<file path="config.mk">
export PLATFORM = sky130hd
export DESIGN_NAME = lowpass_frame_ctrl
export DESIGN_NICKNAME = d
export VERILOG_FILES = /design/src/rtl/lowpass_pkg.sv /design/src/rtl/raster_counter.sv /design/src/rtl/lowpass_frame_ctrl.sv
export SDC_FILE = /design/constraint.sdc
export NUM_CORES = 1
export LEC_CHECK = 0
export ABC_AREA = 1
export CORE_MARGIN = 4
export CORE_UTILIZATION = 35
export CTS_CLUSTER_SIZE = 24
export DETAILED_ROUTE_END_ITERATION = 12
export PLACE_DENSITY = 0.56
export REMOVE_ABC_BUFFERS = 1
export SYNTH_ARGS = -nofsm -noshare
export SYNTH_HDL_FRONTEND = slang
export SYNTH_SLANG_ARGS = --single-unit
</file>
<file path="constraint.sdc">
create_clock -name clk -period 4.4 [get_ports clk]
set_input_delay 0.88 -clock clk [delete_from_list [all_inputs] [get_ports clk]]
set_output_delay 0.88 -clock clk [all_outputs]
set_load 0.03 [all_outputs]
</file>
<file path="src/rtl/lowpass_pkg.sv">
// rtl/lowpass_pkg.sv - shared state encoding and border bit positions for the low-pass frame sequencer
package lowpass_pkg;

  typedef enum logic [2:0] {
    IDLE,
    LOAD,
    PROC,
    DRAIN,
    DONE
  } state_e;

  localparam int BRD_TOP    = 3;
  localparam int BRD_BOTTOM = 2;
  localparam int BRD_LEFT   = 1;
  localparam int BRD_RIGHT  = 0;

endpackage

</file>
<file path="src/rtl/raster_counter.sv">
// rtl/raster_counter.sv - column-major (row inner) raster position counter that parks on the last pixel
module raster_counter #(
  parameter int WIDTH = 361,
  parameter int DEPTH = 410,
  parameter int CW    = $clog2(WIDTH),
  parameter int RW    = $clog2(DEPTH)
) (
  input  logic          clk,
  input  logic          rst,
  input  logic          clr,
  input  logic          adv,
  output logic [CW-1:0] col,
  output logic [RW-1:0] row,
  output logic          last
);

  localparam logic [CW-1:0] COL_MAX = CW'(WIDTH - 1);
  localparam logic [RW-1:0] ROW_MAX = RW'(DEPTH - 1);

  logic [CW-1:0] col_q, col_d;
  logic [RW-1:0] row_q, row_d;

  assign col  = col_q;
  assign row  = row_q;
  assign last = (col_q == COL_MAX) && (row_q == ROW_MAX);

  // Advancing from the final position holds it, so the frame end stays visible.
  always_comb begin
    col_d = col_q;
    row_d = row_q;
    if (clr) begin
      col_d = '0;
      row_d = '0;
    end else if (adv && !last) begin
      if (row_q == ROW_MAX) begin
        row_d = '0;
        col_d = col_q + CW'(1);
      end else begin
        row_d = row_q + RW'(1);
      end
    end
  end

  always_ff @(posedge clk or posedge rst) begin
    if (rst) begin
      col_q <= '0;
      row_q <= '0;
    end else begin
      col_q <= col_d;
      row_q <= row_d;
    end
  end

endmodule

</file>
<file path="src/rtl/lowpass_frame_ctrl.sv">
// rtl/lowpass_frame_ctrl.sv - frame sequencer for the 3x3 low-pass datapath; LOWPASS_FRAME_CTRL_PERF_EN adds cycle counters
module lowpass_frame_ctrl
  import lowpass_pkg::*;
#(
  parameter int WIDTH = 361,
  parameter int DEPTH = 410,
  parameter int LAT   = 2,
  parameter int CW    = $clog2(WIDTH),
  parameter int RW    = $clog2(DEPTH)
) (
  input  logic          clk,
  input  logic          rst,
  input  logic          start,
  input  logic          in_valid,
  output logic          in_ready,
  output logic          load_en,
  output logic [CW-1:0] load_col,
  output logic [RW-1:0] load_row,
  output logic          proc_en,
  output logic [CW-1:0] win_col,
  output logic [RW-1:0] win_row,
  output logic [3:0]    border,
  output logic          pipe_adv,
  input  logic          out_ready,
  output logic          out_valid,
  output logic          busy,
  output logic          done
`ifdef LOWPASS_FRAME_CTRL_PERF_EN
  ,
  output logic [31:0]   frame_cycles,
  output logic [31:0]   stall_cycles
`endif
);

  localparam logic [CW-1:0] COL_MAX = CW'(WIDTH - 1);
  localparam logic [RW-1:0] ROW_MAX = RW'(DEPTH - 1);

  state_e         state_q, state_d;
  logic [LAT-1:0] vld_q, vld_d;
  logic           load_last;
  logic           win_last;
  logic           frame_clr;

  assign frame_clr = (state_q == IDLE) && start;
  assign out_valid = vld_q[LAT-1];
  assign pipe_adv  = out_ready | ~out_valid;
  assign load_en   = in_valid & in_ready;
  assign busy      = (state_q != IDLE);

  raster_counter #(.WIDTH(WIDTH), .DEPTH(DEPTH), .CW(CW), .RW(RW)) u_load_cnt (
    .clk  (clk),
    .rst  (rst),
    .clr  (frame_clr),
    .adv  (load_en),
    .col  (load_col),
    .row  (load_row),
    .last (load_last)
  );

  raster_counter #(.WIDTH(WIDTH), .DEPTH(DEPTH), .CW(CW), .RW(RW)) u_win_cnt (
    .clk  (clk),
    .rst  (rst),
    .clr  (frame_clr),
    .adv  (proc_en),
    .col  (win_col),
    .row  (win_row),
    .last (win_last)
  );

  always_comb begin
    state_d  = state_q;
    in_ready = 1'b0;
    proc_en  = 1'b0;
    done     = 1'b0;
    case (state_q)
      IDLE: begin
        if (start) state_d = LOAD;
      end
      LOAD: begin
        in_ready = 1'b1;
        if (load_en && load_last) state_d = PROC;
      end
      PROC: begin
        proc_en = pipe_adv;
        if (pipe_adv && win_last) state_d = DRAIN;
      end
      DRAIN: begin
        // Leave as soon as the final result is being accepted this cycle.
        if (vld_d == '0) state_d = DONE;
      end
      DONE: begin
        done    = 1'b1;
        state_d = IDLE;
      end
      default: state_d = IDLE;
    endcase
  end

  always_comb begin
    vld_d = vld_q;
    if (pipe_adv) begin
      vld_d[0] = proc_en;
      for (int i = 1; i < LAT; i++) vld_d[i] = vld_q[i-1];
    end
  end

  always_comb begin
    border             = '0;
    border[BRD_TOP]    = (win_row == '0);
    border[BRD_BOTTOM] = (win_row == ROW_MAX);
    border[BRD_LEFT]   = (win_col == '0);
    border[BRD_RIGHT]  = (win_col == COL_MAX);
  end

  always_ff @(posedge clk or posedge rst) begin
    if (rst) begin
      state_q <= IDLE;
      vld_q   <= '0;
    end else begin
      state_q <= state_d;
      vld_q   <= vld_d;
    end
  end

`ifdef LOWPASS_FRAME_CTRL_PERF_EN
  logic [31:0] frame_cycles_q, frame_cycles_d;
  logic [31:0] stall_cycles_q, stall_cycles_d;

  assign frame_cycles = frame_cycles_q;
  assign stall_cycles = stall_cycles_q;

  always_comb begin
    frame_cycles_d = frame_cycles_q;
    stall_cycles_d = stall_cycles_q;
    if (frame_clr) begin
      frame_cycles_d = '0;
      stall_cycles_d = '0;
    end else begin
      if (busy && (frame_cycles_q != 32'hFFFF_FFFF))
        frame_cycles_d = frame_cycles_q + 32'd1;
      if (out_valid && !out_ready && (stall_cycles_q != 32'hFFFF_FFFF))
        stall_cycles_d = stall_cycles_q + 32'd1;
    end
  end

  always_ff @(posedge clk or posedge rst) begin
    if (rst) begin
      frame_cycles_q <= '0;
      stall_cycles_q <= '0;
    end else begin
      frame_cycles_q <= frame_cycles_d;
      stall_cycles_q <= stall_cycles_d;
    end
  end
`endif

endmodule

</file>
==> flow_metrics.py <==
metrics = {
    "synthesis": {
        "synth_top_flop_cell": "dfrtp_1",
        "synth.most_common_cell": "nand2_1",
        "synth_area_leaders": "dfrtp_1, nand2_1, nand3_1",
        "synth_top_cell_area_share": 0.392,
        "synthArstFlopShare": 1.00,
        "synth-edff-count": 0,
        "synth.ff_latch_count": 41,
        "netlist_instances": 353,
        "ys_seq_area_frac": 0.392,
        "yosysWarnings": 0,
        "ys_types": 35,
        "syn_area_mm2": 0.00262,
        "yosys-top-cells-count": "nand2_1, inv_1, dfrtp_1",
        "synth_top_area_cell": "dfrtp_1",
        "syn_avg_cell_area_um2": 7.42,
    },
    "sta": {
        "worst_pin_slew_ns": 0.951,
        "fin_hold_ws_ns": 0.522,
        "period_share": 0.726,
        "min_period_ns": 3.20,
        "relSlewSlack": 0.366,
        "maxSlewViolCount": 0,
        "fin_skew_ns": 0.00335,
        "rsz0062_at_grt": "no",
        "fmax_mhz": 313,
        "setup-tns-final_ns": 0,
        "setup_viol": 0,
        "final_hold_viol_count": 0,
    },
    "detailed_routing": {
        "postRouteAntennaNets": 0,
        "vias": 2439,
        "vias_per_cell": 4.83,
        "wl_per_cell_um": 12.7,
        "first_iter_violations": 74,
        "drc": 0,
        "drt_wl_total_um": 6410,
        "first_pass_iters": 5,
    },
    "clock_network": {
        "post-cts-setup-buffers": 0,
        "clkTransAtPathRegs_ns": 0.08,
        "cts_buffers": 5,
        "ctsHoldBuffers": 0,
        "clock_latency_ns": 0.29,
        "htree_num_levels": 2,
        "cts_sinks": 41,
        "clock-root-buffer": "clkbuf_8",
        "cts.repair.resized": 0,
        "cts_tree": "yes",
        "clockBufferDepth": 2,
    },
    "flow_run": {
        "cap_violations": 0,
    },
    "worst_setup_path": {
        "timing.rr.start": "state_q[0]",
        "crit_path_max_incr_delay_ns": 0.71,
        "r2r_end": "u_load_cnt.col[2]",
        "end_kind": "output pin",
        "cp_cell_sequence": "clkdlybuf4s50_1 > inv_1 > nor2_2 > clkdlybuf4s50_1",
        "worst_setup_path_start_kind": "input port",
        "worst_r2r_path_depth": 6,
        "worst-setup-path-type": "input port to output pin",
        "cp_max_fo": 3,
        "crit_required_ns": 3.52,
        "crit_top_cell": "clkdlybuf4s50_1",
        "slowest_stage": "clkdlybuf4s50_1",
        "cp_top_family": "buffers and inverters",
        "cp.arrival_ns": 2.32,
        "path_buf_inv": 3,
        "r2r_setup_slack_ns": 2.24,
    },
    "hold_path": {
        "min_to": "vld_q[1]",
        "worstHoldPathType": "flip-flop to flip-flop",
        "whs_path_depth": 2,
        "hp-start": "vld_q[0]",
    },
    "outcome": {
        "outcome": "finished, final reports clean",
    },
    "die": {
        "pin_count": 52,
        "core.rowCount": 31,
        "die_area_mm2": 0.00893,
        "core_area_mm2": 0.00725,
        "die_h_um": 94.5,
        "die_x_um": 94.5,
        "start_util": 0.361,
    },
    "placement": {
        "post-dp-hpwl_um": 4540,
        "gp_congestion": 0.837,
        "port_buffers": 51,
    },
    "global_route": {
        "track_usage": 0.148,
        "grt_pass1_wl_um": 10600,
        "grt_max_degree": 35,
        "grt_antenna_before_repair": 0,
        "grt_overflow": 0,
        "grt_pass1_vias": 2237,
    },
    "cells_and_area": {
        "drive_above_1_share": 0.0813,
        "postLayoutCoreUtil": 0.455,
        "nFillCells": 740,
        "antenna_cells": 0,
        "fin_nets": 420,
        "area_delta_synth_final_pct": 25.9,
    },
    "power_and_ir_drop": {
        "p_per_area_mw_per_mm2": 492,
        "irDropWorstVdd_mv": 0.268,
        "total_leakage_power_nw": 1.45,
    },
}
## flip-flops by register name, summed over array words and instances, names as in the netlist
name	cells
u_win_cnt.row	9
u_load_cnt.row	9
u_win_cnt.col	9
vld_q	2
state_q	3
u_load_cnt.col	9
## through the flow
step                total power [mW]  cell area (µm²)  std cells  setup WS, ns
floorplan                       1.08             2570        347          1.75
CTS                             1.64             3300        505          1.20
global placement                1.36             3210        498          1.23
global route                    1.75             3300        505          1.14
detailed placement              1.37             3210        498          1.21
finish                          1.62             3300        505          1.20
## how the worst max path moves through the flow
| stage | endpoint | cells past startpoint | from |
|---|---|---|---|
| 4_1_cts | load_en | 4 | in_valid |
| 5_1_grt | load_en | 4 | in_valid |
| 3_5_place_dp | load_en | 4 | in_valid |
| 3_3_place_gp | load_en | 4 | in_valid |
| 6_report | load_en | 4 | in_valid |
| 2_1_floorplan | border[1] | 4 | u_win_cnt.col[0] |
## per-layer routing
layer	vias to the layer above	share of wire	global-route usage
met5	-	0	0
met4	0	0.0050	0.0325
met3	4	0.051	0.0382
met2	59	0.43	0.231
met1	1123	0.51	0.206
li1	1253	-	-
## tightest hold or removal path: cells and delay by family, from the launching register on
kind / cells / cell delay [ns]
buf+inv: 1 / 0.04
simple gates: 1 / 0.11
flops: 1 / 0.33
## cell usage in the layout (no fill, tap or decap), types with 2 or more instances in the layout
cell type        count
inv_2                4
nor2_2               7
clkinv_1             2
a21oi_1              3
nor3_1               5
o21ai_1             20
clkdlybuf4s50_1     51
nor2_1              24
ha_1                 9
nand3b_1             2
nor3b_1              2
nand2_2              4
nor4_1               2
dfrtp_1             41
or2_2                3
nand4_1             14
nand2_1             84
inv_1               47
o21ai_0             16
nand2_4              5
nand3_1             36
clkbuf_8             6
xor2_1               7
## power by group
group	internal, mW	switching [mW]	total, mW	leakage (nW)
Combinational	0.291	0.532	0.823	0.844
Sequential	0.447	0.0922	0.540	0.559
Clock	0.125	0.134	0.259	0.0443
## cell families (layout without fill, tap and decap cells)
family	after synthesis	count (layout)	synth area share
buf+inv	59	112	0.0946
flops	41	41	0.392
compound gates	46	46	0.0937
simple gates	191	191	0.354
fa+ha+maj	9	9	0.0430
xor+xnor	7	7	0.0234
## cell type report
cell class	count	area [µm²]	area share
Tap cell	99	124	0.0376
Multi-Input combinational cell	253	1350	0.408
Inverter	53	199	0.0603
Timing Repair Buffer	52	518	0.157
Sequential cell	41	1030	0.311
Clock buffer	7	86.3	0.0262
Note: power is estimated with default switching activity, not from simulation.
